File: src/rtl/temp_stream_reader.sv
// Streams a contiguous window of an async-read coefficient RAM onto a valid/ready port.
// First beat valid two edges after an accepted start; a stalled beat holds data, address and count.
module temp_stream_reader #(
  parameter int RAM_WIDTH     = 13,
  parameter int RAM_ADDR_BITS = 11,
  parameter int LEN_BITS      = 12
) (
  input  logic                     clk,
  input  logic                     rst,
  input  logic                     start,
  input  logic [RAM_ADDR_BITS-1:0] base_addr,
  input  logic [LEN_BITS-1:0]      length,
  output logic                     busy,
  output logic                     done,
  output logic [RAM_ADDR_BITS-1:0] read_address,
  input  logic [RAM_WIDTH-1:0]     ram_data,
  output logic [RAM_WIDTH-1:0]     m_data,
  output logic                     m_valid,
  input  logic                     m_ready
);

  localparam logic [1:0] S_IDLE   = 2'd0;
  localparam logic [1:0] S_STREAM = 2'd1;
  localparam logic [1:0] S_LAST   = 2'd2;
  localparam logic [1:0] S_DONE   = 2'd3;

  logic [1:0]               state_q, state_d;
  logic [RAM_ADDR_BITS-1:0] addr_q, addr_d;
  logic [LEN_BITS-1:0]      rem_q, rem_d;
  logic [RAM_WIDTH-1:0]     data_q, data_d;
  logic                     vld_q, vld_d;
  logic                     load;

  // The output register refills whenever it is empty or its word leaves this cycle.
  assign load = (state_q == S_STREAM) && (!vld_q || m_ready);

  always_comb begin
    state_d = state_q;
    addr_d  = addr_q;
    rem_d   = rem_q;
    data_d  = data_q;
    vld_d   = vld_q;
    case (state_q)
      S_IDLE: begin
        if (start) begin
          if (length != '0) begin
            addr_d  = base_addr;
            rem_d   = length;
            state_d = S_STREAM;
          end else begin
            state_d = S_DONE;
          end
        end
      end
      S_STREAM: begin
        if (load) begin
          data_d = ram_data;
          vld_d  = 1'b1;
          addr_d = addr_q + RAM_ADDR_BITS'(1);
          rem_d  = rem_q - LEN_BITS'(1);
          if (rem_q == LEN_BITS'(1)) begin
            state_d = S_LAST;
          end
        end
      end
      S_LAST: begin
        if (m_ready) begin
          vld_d   = 1'b0;
          state_d = S_DONE;
        end
      end
      default: begin
        state_d = S_IDLE;
      end
    endcase
  end

  always_ff @(posedge clk) begin
    if (rst) begin
      state_q <= S_IDLE;
      addr_q  <= '0;
      rem_q   <= '0;
      data_q  <= '0;
      vld_q   <= 1'b0;
    end else begin
      state_q <= state_d;
      addr_q  <= addr_d;
      rem_q   <= rem_d;
      data_q  <= data_d;
      vld_q   <= vld_d;
    end
  end

  assign busy         = (state_q == S_STREAM) || (state_q == S_LAST);
  assign done         = (state_q == S_DONE);
  assign read_address = addr_q;
  assign m_data       = data_q;
  assign m_valid      = vld_q;

endmodule

File: config.mk
export PLATFORM = sky130hd
export DESIGN_NAME = temp_stream_reader
export DESIGN_NICKNAME = d
export VERILOG_FILES = /design/src/rtl/temp_stream_reader.sv
export SDC_FILE = /design/constraint.sdc
export NUM_CORES = 1
export LEC_CHECK = 0
export BUFFER_PORTS_ARGS = -buffer_cell sky130_fd_sc_hd__buf_2
export CORE_MARGIN = 1.5
export CORE_UTILIZATION = 25
export DETAILED_ROUTE_END_ITERATION = 8
export MAX_ROUTING_LAYER = met4
export PLACE_DENSITY = 0.49
export SLEW_MARGIN = 25
export SYNTH_ARGS = -nofsm -noshare
export SYNTH_HDL_FRONTEND = slang
export SYNTH_SLANG_ARGS = --single-unit
File: constraint.sdc
create_clock -name clk -period 3.8 [get_ports clk]
set_input_delay 0.76 -clock clk [delete_from_list [all_inputs] [get_ports clk]]
set_output_delay 0.76 -clock clk [all_outputs]
set_load 0.005 [all_outputs]
======== Word level (Yosys, flattened, before mapping) ========
Cells that the tools add are included.
operators by class
  $add $sub $neg .......................... 2
  eq/ne operators ......................... 9
  mux-type cells .......................... 17
  reductions and logical operators ........ 12
operator list
  operator                                               number
  2-to-1 mux 12 bit                                      3
  2-to-1 mux 11 bit                                      3
  case mux 12 bit (2 select lines)                       1
  case mux 11 bit (2 select lines)                       1
  equality test 12 x 1 -> 1 bit (second input constant)  1
  nonzero test 12 bit                                    1
  subtractor 12 x 1 -> 12 bit (second input constant)    1
  adder 11 x 1 -> 11 bit (second input constant)         1
  2-to-1 mux 2 bit                                       5
  != test 2 bit (second input constant)                  4
  AND reduction 4 bit                                    2
  case mux 2 bit (3 select lines)                        1
  equality test 2 bit (second input constant)            2
  nonzero test 2 bit                                     2
  AND reduction 3 bit                                    1
  equality test 2 x 1 -> 1 bit (second input constant)   1
  zero test 2 bit                                        1
  logical OR 1 bit                                       2
  2-to-1 mux 1 bit                                       2
  != test 2 x 1 -> 1 bit (second input constant)         1
  case mux 1 bit (2 select lines)                        1
  AND reduction 2 bit                                    1
  logical AND 1 bit                                      1
  zero test 1 bit                                        1
storage, ports and cells
  input port bits ......................... 40
  register bits after elaboration ......... 39
  output and inout port bits .............. 27
  word-level logic and storage cells ...... 45

======== Logic depth before layout (Yosys ltp) ========
  depth after elaboration ................. 5
  mapped depth ............................ 8
  gate-level depth less buffers ........... 6

======== Worst setup path after synthesis ========
Ideal clock, no wire load.
  path kind ............................... input to register
  start ................................... input length[9]
  end ..................................... register addr_q[6] (netlist: read_address[6])
  stages on the path ...................... 5
  library setup time ...................... 0.139 ns
  arrival ................................. 1.830 ns
  path slack .............................. 1.831 ns
  required time ........................... 3.661 ns
  path buffers ............................ 1
  path through ............................ nor4_1 nand4_1 clkbuf_1 a31oi_1 a211oi_1
on the way
  cells in the longest elaborated chain, start to end .. 3
ends and longest elaborated chain
  item                                  RTL line  text
  from (decl)                           12        input logic [LEN_BITS-1:0] length,
  nonzero test 12 bit                   46        if (length != '0) begin
  != test 2 bit (no source line)        -
  AND reduction 4 bit (no source line)  -
  to (signal assigned)                  87        addr_q <= addr_d;
  to (decl)                             28        logic [RAM_ADDR_BITS-1:0] addr_q, addr_d;
No other way between the ends.
A chain may end at the register's enable or synchronous reset.

======== Worst setup path after layout ========
  start ................................... register state_q[1]
  end ..................................... register addr_q[1] (netlist: read_address[1])
on the way
  cells in the longest elaborated chain, start to end .. 4
  elaborated cells on any way between the ends .. 9
  those cells by class .................... 4 x eq/ne; 1 x mux; 4 x reduce/logical
ends and longest elaborated chain
  item                                  RTL line  text
  from (decl)                           27        logic [1:0] state_q, state_d;
  from (signal assigned)                86        state_q <= state_d;
  equality test 2 x 1 -> 1 bit          35, 43
  logical AND 1 bit                     35        assign load = (state_q == S_STREAM) && (!vld_q || m_ready);
  != test 2 bit (no source line)        -
  AND reduction 4 bit (no source line)  -
Parallel ways exist; a longest one is shown, timed or not.

==> impl_summary.md <==
Status
The run finished, with violations left. The checks that failed: design-rule violations.

Layout
The sequential cells in the finished layout cover a total of 781 um^2. After the last flow step, the layout net total stands at 386. The area added between synthesis and finish is 21.4%. Counting the fill cells in the layout gives 973.

The repair_antennas step left the layout with diodes totalling 0. The share of post-route cells with drive strength above 1 is 26.3%. The count of non-filler cells in the finished layout is 447. The multi-input combinational cells in the finished layout cover a total of 1360 um^2.

Clock network
The cts-stage hold buffer count is 0. The clock slew at the register clock pins of the worst setup and hold paths is 0.07 ns. The longest clock path from root to sink contains 2 buffers. TritonCTS built the clock tree. The total CTS buffers is 5. The clock insertion delay at the later pin of the skew report is 0.29 ns. In this run, post-CTS repair resized a total of 0 instances.

The sink count of the clock tree is 39. The buffer type at the clock tree root is clkbuf_8. The H-tree was split into 2 levels. The count of buffers added by post-CTS timing repair for setup is 0.

Route
The detailed router's first-iteration violation count is 60. The DRC violations left is 1. Wires add up to 6870 um.

Detailed routing inserted a total of 2341 vias. Dividing the detail-routed via count by the number of cells gives 5.24. The number of nets with antenna violations after routing is 0. The number of iterations in the first detailed-routing pass is 6. Dividing the detail-routed wire length by the instance count gives 15.4 um.

Setup path
The terminus of the critical flop-to-flop path is read_address[1]. At the worst endpoint, the arrival time is 2.78 ns. The largest incremental delay on the critical path is 0.82 ns. The required arrival time at the worst endpoint is 3.91 ns. The start-to-end type of the worst setup path is register to register. In this run the worst setup path begins at state_q[1]. In this design, the critical path's most frequently occurring cell is nor2_1. Across all register-to-register paths, the minimum setup slack is 1.13 ns. The endpoint type of the worst setup path is a register. The critical path goes through inv_1, ha_1, buf_4, nor2_1, a211o_1, nor2_1, a211oi_1. The maximum fanout along the worst path is 23. The worst register-to-register path begins at state_q[1]. Counting cells, the worst reg-to-reg path comes to 7. The destination of the critical timing path is read_address[1]. The nature of the critical path startpoint is a register. The cell type of the slowest stage on the worst timing path is nor2_1.

Power
Power spread over the standard cell area amounts to 799 nW/um^2. The analysis attributes to cell leakage a power of 0.00111 uW. The peak supply drop is 0.226 mV.

STA
The final number of max-transition violations is 0. The transition at the pin with the smallest max-transition slack is 1.00 ns. The final worst clock skew is 0.0125 ns. The total count of hold-check failures in the final report is 0. Adding up every negative setup slack in the final design gives 0 ns. The final period utilization is 70.3%. After layout, the minimum clock period comes to 2.67 ns. Derived from the worst setup path, the maximum achievable clock frequency is 374 MHz. The worst pin sits at a relative slew slack of 33.1%. Setup repair after global routing left no endpoint under its margin.

The total of endpoints with negative setup slack in the final report is 0.

Place
The weighted congestion at the end of routability-driven global placement is 0.797. The detailed placement HPWL is 4840 um. The cell count after placement is 439. The quantity of I/O buffers inserted on ports is 66.

Floorplanning
After floorplanning, the core was divided into 34 placement rows. The die is 98.6 um wide. The die covers 9720 um^2. The number of top-level design ports is 67. The starting density of the core is 25.9%. The core area is 8810 um^2. The die boundary height is 98.6 um.

Synthesis
The number of synthesized flops with an enable pin is 0. After synthesis the netlist holds a flip-flop and latch count of 39. For this run, the leading register cell type out of synthesis is dfxtp_1. The fraction of the yosys area taken by sequential cells is 34.2%. The area share of the leading cell type in the synthesized netlist is 34.2%. The Yosys warning count is 0. Sorting the synthesized cells by area gives the leading types as dfxtp_1 (34%), nand2_1 (6.1%), a21oi_1 (5.5%), o31ai_1 (4.6%), ha_1 (4.4%). The average cell area after synthesis is 8.16 um^2. The net count after synthesis is 328. In the synthesized netlist, the number of instances is 280. Of all cell types, the one taking the most synthesized area is dfxtp_1. After synthesis the cells add up to 2280 um^2. In the synthesized netlist the async set-or-reset flop fraction comes to 0%.

In this run, distinct cell masters in the synthesized netlist total 53.

GRT
The overall routing resource usage is 14.8%. The initial antenna violation count is 0. After global routing the overflow that remains totals 0. The number of global-route vias before repair is 2274. The global-route wire length before repair is 11300 um. Entering global routing, the biggest net connects 40 pins.

Worst hold path
In this run the most critical hold path is launched from m_data[7]. In this run the worst hold path is classified as register to register.

Job
The reported max-cap violation count is 0.
layout by cell type (no fill, tap or decap), drive strengths merged, types with 7 or more instances in the layout:
| cell | netlist | final |
|---|---|---|
| inv | 14 | 14 |
| o31ai | 15 | 15 |
| ha | 8 | 8 |
| clkbuf | 12 | 7 |
| dfxtp | 39 | 39 |
| nand3 | 9 | 9 |
| buf | 7 | 70 |
| nor2 | 13 | 13 |
| a31oi | 8 | 8 |
| nand2 | 37 | 37 |
| a211oi | 12 | 12 |
| a21oi | 25 | 25 |
metrics by stage:
| step | cell area (um^2) | utilization (%) | total power (uW) | hold WS, ns | setup WS, ns |
|---|---|---|---|---|---|
| after floorplan | 2280 | - | 1610 | 0.453 | 1.83 |
| after global placement | 2690 | 30.6 | 1950 | 0.440 | 1.15 |
| after detailed placement | 2690 | 30.6 | 1950 | 0.447 | 1.06 |
| after CTS | 2770 | 31.5 | 2240 | 0.459 | 1.03 |
| after global routing | 2770 | 31.5 | 2420 | 0.480 | 0.864 |
| final | 2770 | 31.5 | 2210 | 0.455 | 1.13 |
cell usage after synthesis, types with 3 or more instances:
cell type,count
a31oi_1,8
mux2i_1,5
o31ai_1,14
o22ai_1,3
nand3b_1,3
nand2_1,37
nand2b_1,4
nor2b_1,5
inv_1,14
nor2_1,13
dfxtp_1,39
clkbuf_1,12
a311oi_1,3
nor4_1,5
o311ai_1,3
a21oi_1,25
nand3_1,9
nor3_1,5
o21ai_0,5
nand4_1,6
o31a_1,3
a211oi_1,10
o32ai_1,3
ha_1,8
state kept, by name (all words and copies together), names as in the netlist:
register and cells:
rem_q 12, m_valid 1, state_q 2, m_data 13, read_address 11
cell families after synthesis:
kind of cell | count (synthesis) | synth area share (%)
AO/OA/AOI/OAI | 96 | 30.9
adder cells (fa/ha/maj) | 8 | 4.38
buffers and inverters | 33 | 6.19
flip-flops | 39 | 34.2
multiplexers | 5 | 2.19
AND/OR/NAND/NOR | 99 | 22.2
layout make-up:
cell class | instances | area share, %
multi-input combinational | 208 | 49.1
sequential | 39 | 28.2
timing repair buffer | 70 | 13.0
tap | 108 | 4.87
clock buffer | 7 | 2.75
inverter | 14 | 1.90
clock inverter | 1 | 0.181
worst max-delay path, delay by kind of cell, from the launching register on:
family                     cells  cell delay (ns)
AOI/OAI and AO/OA              2             0.66
adders and majority gates      1             0.16
buffers and inverters          2             0.36
DFF                            1             0.35
and+or+nand+nor                2             0.96
per-layer routing:
layer | track usage (%) | share of wire, % | vias to the layer above
met2 | 24.5 | 49 | 56
met4 | 4.51 | 1.1 | 0
met5 | - | 0 | -
li1 | - | - | 1163
met3 | 2.20 | 4.0 | 4
met1 | 18.7 | 46 | 1118
power breakdown:
group | switching, uW | internal, uW | leakage [uW]
clock | 147 | 129 | 0.0000422
sequential | 166 | 563 | 0.000321
combinational | 718 | 492 | 0.000743
total | 1030 | 1180 | 0.00111
worst min path at each step:
| stage | endpoint | slack [ns] | cells after the start |
|---|---|---|---|
| 2_1_floorplan | m_data[0] | 0.45 | 2 |
| 3_5_place_dp | m_data[7] | 0.45 | 2 |
| 4_1_cts | m_data[7] | 0.46 | 2 |
| 3_3_place_gp | m_data[6] | 0.44 | 2 |
| 5_1_grt | m_data[5] | 0.48 | 2 |
| 6_report | m_data[7] | 0.45 | 2 |
Note: power is estimated with default switching activity, not from simulation.
